$ cat config.mk
export PLATFORM = sky130hd
export DESIGN_NAME = comp_serial_nbit
export DESIGN_NICKNAME = d
export VERILOG_FILES = /design/src/rtl/comp_serial_nbit_pkg.sv /design/src/rtl/comp_serial_nbit_cell.sv /design/src/rtl/comp_serial_nbit.sv
export SDC_FILE = /design/constraint.sdc
export NUM_CORES = 1
export LEC_CHECK = 0
export ABC_AREA = 0
export CORE_AREA = 3 3 58 81
export DETAILED_ROUTE_END_ITERATION = 10
export DIE_AREA = 0 0 61 84
export GPL_TIMING_DRIVEN = 0
export PLACE_DENSITY = 0.67
export SKIP_CTS_REPAIR_TIMING = 1
export SLEW_MARGIN = 30
export SYNTH_ARGS = -nofsm -noshare
export SYNTH_HDL_FRONTEND = slang
export SYNTH_SLANG_ARGS = --single-unit
$ cat constraint.sdc
create_clock -name clk -period 2.1 [get_ports clk]
set_input_delay 0.21 -clock clk [delete_from_list [all_inputs] [get_ports clk]]
set_output_delay 0.21 -clock clk [all_outputs]
set_load 0.05 [all_outputs]
$ cat src/rtl/comp_serial_nbit_pkg.sv
// Shared definitions for the bit-serial magnitude comparator:
// FSM state encoding and the {l,e,g} result codes.
package comp_serial_nbit_pkg;

  typedef enum logic {
    ST_IDLE = 1'b0,
    ST_RUN  = 1'b1
  } state_t;

  // Result codes are packed as {l, e, g}
  localparam logic [2:0] RES_L = 3'b100;
  localparam logic [2:0] RES_E = 3'b010;
  localparam logic [2:0] RES_G = 3'b001;

  function automatic logic [2:0] res_code(input logic lt, input logic gt);
    if (lt)      return RES_L;
    else if (gt) return RES_G;
    else         return RES_E;
  endfunction

endpackage

$ cat src/rtl/comp_serial_nbit_cell.sv
// One-bit compare cell built from 2:1 muxes; inv flips the sense of ai
// so the signed sign bit can reuse the same cell.
module mux_2x1 (
  input  logic d0,
  input  logic d1,
  input  logic sel,
  output logic y
);
  assign y = sel ? d1 : d0;
endmodule

module bit_cmp_cell (
  input  logic ai,
  input  logic bi,
  input  logic inv,
  output logic lt,
  output logic eq,
  output logic gt
);
  logic diff;
  logic a_eff;

  // diff = ai ^ bi, a_eff = ai ^ inv, each as a single mux
  mux_2x1 u_diff (.d0(bi), .d1(~bi), .sel(ai),  .y(diff));
  mux_2x1 u_aeff (.d0(ai), .d1(~ai), .sel(inv), .y(a_eff));

  assign eq = ~diff;
  assign gt = diff & a_eff;
  assign lt = diff & ~a_eff;
endmodule

$ cat src/rtl/comp_serial_nbit.sv
// Bit-serial MSB-first magnitude comparator with start/done handshake,
// signed/unsigned modes and optional early exit on the first differing bit.
module comp_serial_nbit
  import comp_serial_nbit_pkg::*;
#(
  parameter int WIDTH      = 8,
  parameter bit EARLY_EXIT = 1'b1
) (
  input  logic             clk,
  input  logic             rst,
  input  logic             start,
  input  logic             signed_mode,
  input  logic [WIDTH-1:0] a,
  input  logic [WIDTH-1:0] b,
  output logic             busy,
  output logic             done,
  output logic             l,
  output logic             e,
  output logic             g
);

  localparam int IW = $clog2(WIDTH);
  localparam logic [IW-1:0] TOP_IDX = IW'(WIDTH - 1);

  state_t           state, state_nx;
  logic [WIDTH-1:0] a_q, b_q;
  logic             sm_q;
  logic [IW-1:0]    idx, idx_nx;
  logic             found_q, found_nx;
  logic [2:0]       rec_q, rec_nx;
  logic [2:0]       res_q, res_nx;
  logic             busy_nx, done_nx, latch_en;
  logic             bit_lt, bit_eq, bit_gt;
  logic [2:0]       bit_res;

  bit_cmp_cell u_cell (
    .ai  (a_q[idx]),
    .bi  (b_q[idx]),
    .inv (sm_q && (idx == TOP_IDX)),
    .lt  (bit_lt),
    .eq  (bit_eq),
    .gt  (bit_gt)
  );

  assign bit_res = res_code(bit_lt, bit_gt);

  // Without early exit the MSB-most difference is remembered and wins at index 0
  always_comb begin
    state_nx = state;
    idx_nx   = idx;
    found_nx = found_q;
    rec_nx   = rec_q;
    res_nx   = res_q;
    busy_nx  = busy;
    done_nx  = 1'b0;
    latch_en = 1'b0;
    case (state)
      ST_IDLE: begin
        if (start) begin
          latch_en = 1'b1;
          idx_nx   = TOP_IDX;
          found_nx = 1'b0;
          rec_nx   = RES_E;
          busy_nx  = 1'b1;
          state_nx = ST_RUN;
        end
      end
      ST_RUN: begin
        if (!found_q && !bit_eq) begin
          found_nx = 1'b1;
          rec_nx   = bit_res;
        end
        if ((EARLY_EXIT && !bit_eq) || (idx == '0)) begin
          res_nx   = found_q ? rec_q : bit_res;
          done_nx  = 1'b1;
          busy_nx  = 1'b0;
          state_nx = ST_IDLE;
        end else begin
          idx_nx = idx - 1'b1;
        end
      end
      default: state_nx = ST_IDLE;
    endcase
  end

  always_ff @(posedge clk) begin
    if (rst) begin
      state   <= ST_IDLE;
      idx     <= '0;
      found_q <= 1'b0;
      rec_q   <= '0;
      res_q   <= '0;
      busy    <= 1'b0;
      done    <= 1'b0;
      a_q     <= '0;
      b_q     <= '0;
      sm_q    <= 1'b0;
    end else begin
      state   <= state_nx;
      idx     <= idx_nx;
      found_q <= found_nx;
      rec_q   <= rec_nx;
      res_q   <= res_nx;
      busy    <= busy_nx;
      done    <= done_nx;
      if (latch_en) begin
        a_q  <= a;
        b_q  <= b;
        sm_q <= signed_mode;
      end
    end
  end

  assign {l, e, g} = res_q;

endmodule

==> metrics.txt <==
# TYPE chip_impl_metric gauge
chip_impl_metric{name="p_leak",unit="nW"} 0.730
chip_impl_metric{name="timing.fmax",unit="GHz"} 0.465
chip_impl_metric{name="largest_net_degree_at_the_start_of_global_routing",unit=""} 11
chip_impl_info{name="cell_chain_of_the_critical_path",value="buf_6 -> mux4_2 -> mux2i_4 -> buf_12 -> xor2_4 -> nand3_2 -> mux2_4"} 1
chip_impl_metric{name="worst_hold_path.num_cells",unit=""} 2
chip_impl_info{name="hold_end",value="a_q[4]$_SDFFE_PP0P_"} 1
chip_impl_metric{name="die_span_in_x",unit="um"} 61
chip_impl_metric{name="die_height",unit="um"} 84
chip_impl_metric{name="multi_input_area",unit="um2"} 805
chip_impl_metric{name="p_per_area",unit="mW/mm2"} 834
chip_impl_metric{name="synth.lib_cells_used.distinct",unit=""} 39
chip_impl_info{name="failed_checks",value="setup timing"} 1
chip_impl_metric{name="fin_nets",unit=""} 217
chip_impl_metric{name="num_io_pins",unit=""} 25
chip_impl_metric{name="setup_ws",unit="ns"} -0.0487
chip_impl_metric{name="wl_per_cell",unit="um"} 14.0
chip_impl_metric{name="synth-edff-count",unit=""} 0
chip_impl_metric{name="final_antenna_net_count",unit=""} 0
chip_impl_metric{name="ctsLongestPathBuffers",unit=""} 2
chip_impl_metric{name="critical_path_arrival",unit="ns"} 2.31
chip_impl_metric{name="ff2ff_path_depth",unit=""} 7
chip_impl_info{name="critical-path-slowest-cell",value="mux4_2"} 1
chip_impl_info{name="timing.critical_path.from_type",value="flip-flop"} 1
chip_impl_metric{name="io_buffers",unit=""} 24
chip_impl_info{name="clock_tree.root_cell",value="clkbuf_8"} 1
chip_impl_metric{name="drtPass1Iterations",unit=""} 4
chip_impl_metric{name="finalWirelength",unit="mm"} 3.31
chip_impl_metric{name="vias",unit=""} 1194
chip_impl_metric{name="antenna-diode-count",unit=""} 0
chip_impl_metric{name="grt_pass1_vias",unit=""} 1176
chip_impl_info{name="crit_type",value="flip-flop to flip-flop"} 1
chip_impl_metric{name="critical_path_max_stage_delay",unit="ns"} 0.54
chip_impl_metric{name="detail_route.drc_violations",unit=""} 0
chip_impl_metric{name="timing.clock.skew",unit="ns"} 0.00825
chip_impl_metric{name="routabilityCongestion",unit=""} 0.793
chip_impl_metric{name="initialDrtViolationCount",unit=""} 35
chip_impl_info{name="r2r-start",value="idx[0]$_SDFFE_PP0P_"} 1
chip_impl_info{name="ys_dominant_reg_cell",value="dfxtp_1"} 1
chip_impl_metric{name="place_hpwl",unit="mm"} 2.28
chip_impl_metric{name="drv_slew",unit=""} 0
chip_impl_metric{name="seqCellArea",unit="um2"} 602
chip_impl_metric{name="global_route.usage.total",unit="%"} 13.9
chip_impl_metric{name="fp.coreArea",unit="mm2"} 0.00402
chip_impl_metric{name="min_period",unit="ns"} 2.15
chip_impl_metric{name="syn_to_final_growth",unit="%"} 39.3
chip_impl_metric{name="sequential_to_total_area_share_from_yosys_stat",unit="%"} 43.2
chip_impl_info{name="worstHoldStart",value="a_q[4]$_SDFFE_PP0P_"} 1
chip_impl_metric{name="netlist_area",unit="mm2"} 0.00139
chip_impl_metric{name="timing.final.setup_violations",unit=""} 1
chip_impl_info{name="rr_endpoint",value="idx[1]$_SDFFE_PP0P_"} 1
chip_impl_metric{name="worstPathRequired",unit="ns"} 2.26
chip_impl_metric{name="post_synth.cell_area_avg",unit="um2"} 8.85
chip_impl_metric{name="worst_pin_slew",unit="ns"} 0.541
chip_impl_metric{name="yosys_register_bits",unit=""} 30
chip_impl_info{name="timing.hold.worst.class",value="flip-flop to flip-flop"} 1
chip_impl_info{name="cts_tree",value="done"} 1
chip_impl_metric{name="design.die.area",unit="mm2"} 0.00512
chip_impl_info{name="synth.top_cells.by_count",value="nand2_1, dfxtp_1, a21oi_1, inv_1"} 1
chip_impl_metric{name="wire_length_of_the_first_global_routing_pass",unit="mm"} 5.31
chip_impl_metric{name="postLayoutCoreUtil",unit="%"} 48.2
chip_impl_metric{name="starting_density_of_the_core",unit="%"} 34.6
chip_impl_metric{name="global_route.overflow_total",unit=""} 0
chip_impl_metric{name="h-tree-depth",unit=""} 2
chip_impl_metric{name="ir_drop",unit="uV"} 401
chip_impl_metric{name="worst_skew_pair.late_latency",unit="ns"} 0.28
chip_impl_metric{name="slew_headroom",unit="%"} 63.9
chip_impl_metric{name="clkSlewWorstSetupHoldPaths",unit="ns"} 0.06
chip_impl_info{name="post_synth_main_area_contributors",value="dfxtp_1, nand2_1, a21oi_1, mux4_2, ha_1"} 1
chip_impl_metric{name="antenna_found_initial",unit=""} 0
chip_impl_metric{name="final-hold-violation-count",unit=""} 0
chip_impl_info{name="status",value="finished with violations"} 1
chip_impl_metric{name="synthesis.instances",unit=""} 157
chip_impl_metric{name="cp.buffers_inverters",unit=""} 2
chip_impl_metric{name="critical_path_peak_fanout",unit=""} 6
chip_impl_metric{name="ys_warn_count",unit=""} 0
chip_impl_metric{name="cap_violations",unit=""} 0
chip_impl_metric{name="yosysTopAreaCellShare",unit="%"} 43.2
chip_impl_info{name="cpLargestDelayFamily",value="multiplexers"} 1
chip_impl_metric{name="vias_per_cell",unit=""} 5.06
chip_impl_metric{name="tritoncts.num_buffers",unit=""} 5
chip_impl_metric{name="tritoncts_num_sinks",unit=""} 30
chip_impl_info{name="setup_repair_after_global_routing_missed_its_margin",value="true"} 1
chip_impl_metric{name="postSynthNetCount",unit=""} 180
chip_impl_metric{name="async_reset_ff_share",unit="%"} 0
chip_impl_info{name="critical_path.endpoint_type",value="flip-flop"} 1
chip_impl_info{name="synth_top_area_cell",value="dfxtp_1"} 1
chip_impl_metric{name="placement_rows",unit=""} 27
chip_impl_metric{name="post_route_cells_drive_above_1_share",unit="%"} 17.6
chip_impl_metric{name="fillers",unit=""} 366
chip_impl_metric{name="ff2ff_setup_slack",unit="ns"} -0.05
chip_impl_info{name="synthMostInstantiatedCell",value="nand2_1"} 1
chip_impl_metric{name="fin_setup_tns",unit="ns"} -0.0487
chip_impl_metric{name="finalCritPeriodShare",unit="%"} 102
-- metal layers --
layer  track usage, %  wire length [um]  vias up
li1                 -                 -      610
met1             15.0              1340      557
met2             24.8              1830       21
met3             3.25                89        6
met4             5.33                57        0
met5                0                 0        -
-- flip-flops by register name (all words and copies together) (netlist names) --
signal	flops
state	1
res_q	3
busy	1
done	1
sm_q	1
a_q	8
b_q	8
rec_q	3
idx	3
found_q	1
-- worst max path at each step --
stage | slack [ns] | cells past startpoint | end | startpoint
after CTS | -0.22 | 6 | idx[1]$_SDFFE_PP0P_ | idx[2]$_SDFFE_PP0P_
after global placement | -0.16 | 6 | idx[1]$_SDFFE_PP0P_ | idx[2]$_SDFFE_PP0P_
final | -0.05 | 7 | idx[1]$_SDFFE_PP0P_ | idx[0]$_SDFFE_PP0P_
after floorplan | 0.04 | 6 | idx[1]$_SDFFE_PP0P_ | idx[0]$_SDFFE_PP0P_
after global routing | -0.12 | 7 | idx[1]$_SDFFE_PP0P_ | idx[0]$_SDFFE_PP0P_
after detailed placement | -0.19 | 6 | idx[1]$_SDFFE_PP0P_ | idx[2]$_SDFFE_PP0P_
-- metrics by stage --
stage / hold slack, ns / setup WS [ns] / total power, mW / area, um2 / std cells
after CTS: 0.454 / -0.220 / 1.50 / 1770 / 230
after global routing: 0.482 / -0.117 / 1.70 / 1940 / 236
final: 0.452 / -0.0487 / 1.62 / 1940 / 236
after detailed placement: 0.445 / -0.191 / 1.05 / 1680 / 224
after floorplan: 0.346 / 0.0441 / 0.931 / 1390 / 157
after global placement: 0.440 / -0.158 / 1.04 / 1680 / 224
-- worst min-delay path, cell delays in order, from the launching register on --
cell     delay (ns)
dfxtp_1        0.30
nand2_1        0.05
a21oi_1        0.05
-- kinds of logic after synthesis --
group                    share of synthesized area (%)
multiplexers                                      10.7
buffers and inverters                             4.68
AO/OA/AOI/OAI                                     18.0
XOR/XNOR                                          2.61
AND/OR/NAND/NOR                                   18.1
adder cells (fa/ha/maj)                           2.70
flip-flops                                        43.2
-- final cells by class --
class | instances | share of cell area [%]
buffer | 9 | 2.20
clock buffer | 6 | 4.26
inverter | 6 | 1.16
multi-input combinational | 111 | 41.5
sequential | 30 | 31.1
tap | 43 | 2.78
timing repair buffer | 31 | 17.0
-- power by group --
part | leakage, nW | internal (mW) | switching, mW
Sequential | 0.247 | 0.620 | 0.0365
Clock | 0.0431 | 0.252 | 0.197
Combinational | 0.440 | 0.251 | 0.259
-- layout by cell type, fill, tap and decap left out, drive strengths merged, types with 2 or more instances in the layout --
cell and instances:
mux2 2, clkdlybuf4s50 24, mux4 4, ha 3
nor2b 2, a31oi 2, buf 12, nand2 41
nor2 5, clkbuf 10, dfxtp 30, a21oi 21
inv 6, o21ai 5, mux2i 2, nand2b 3
and3 2, o2111ai 2
Note: power is estimated with default switching activity, not from simulation.
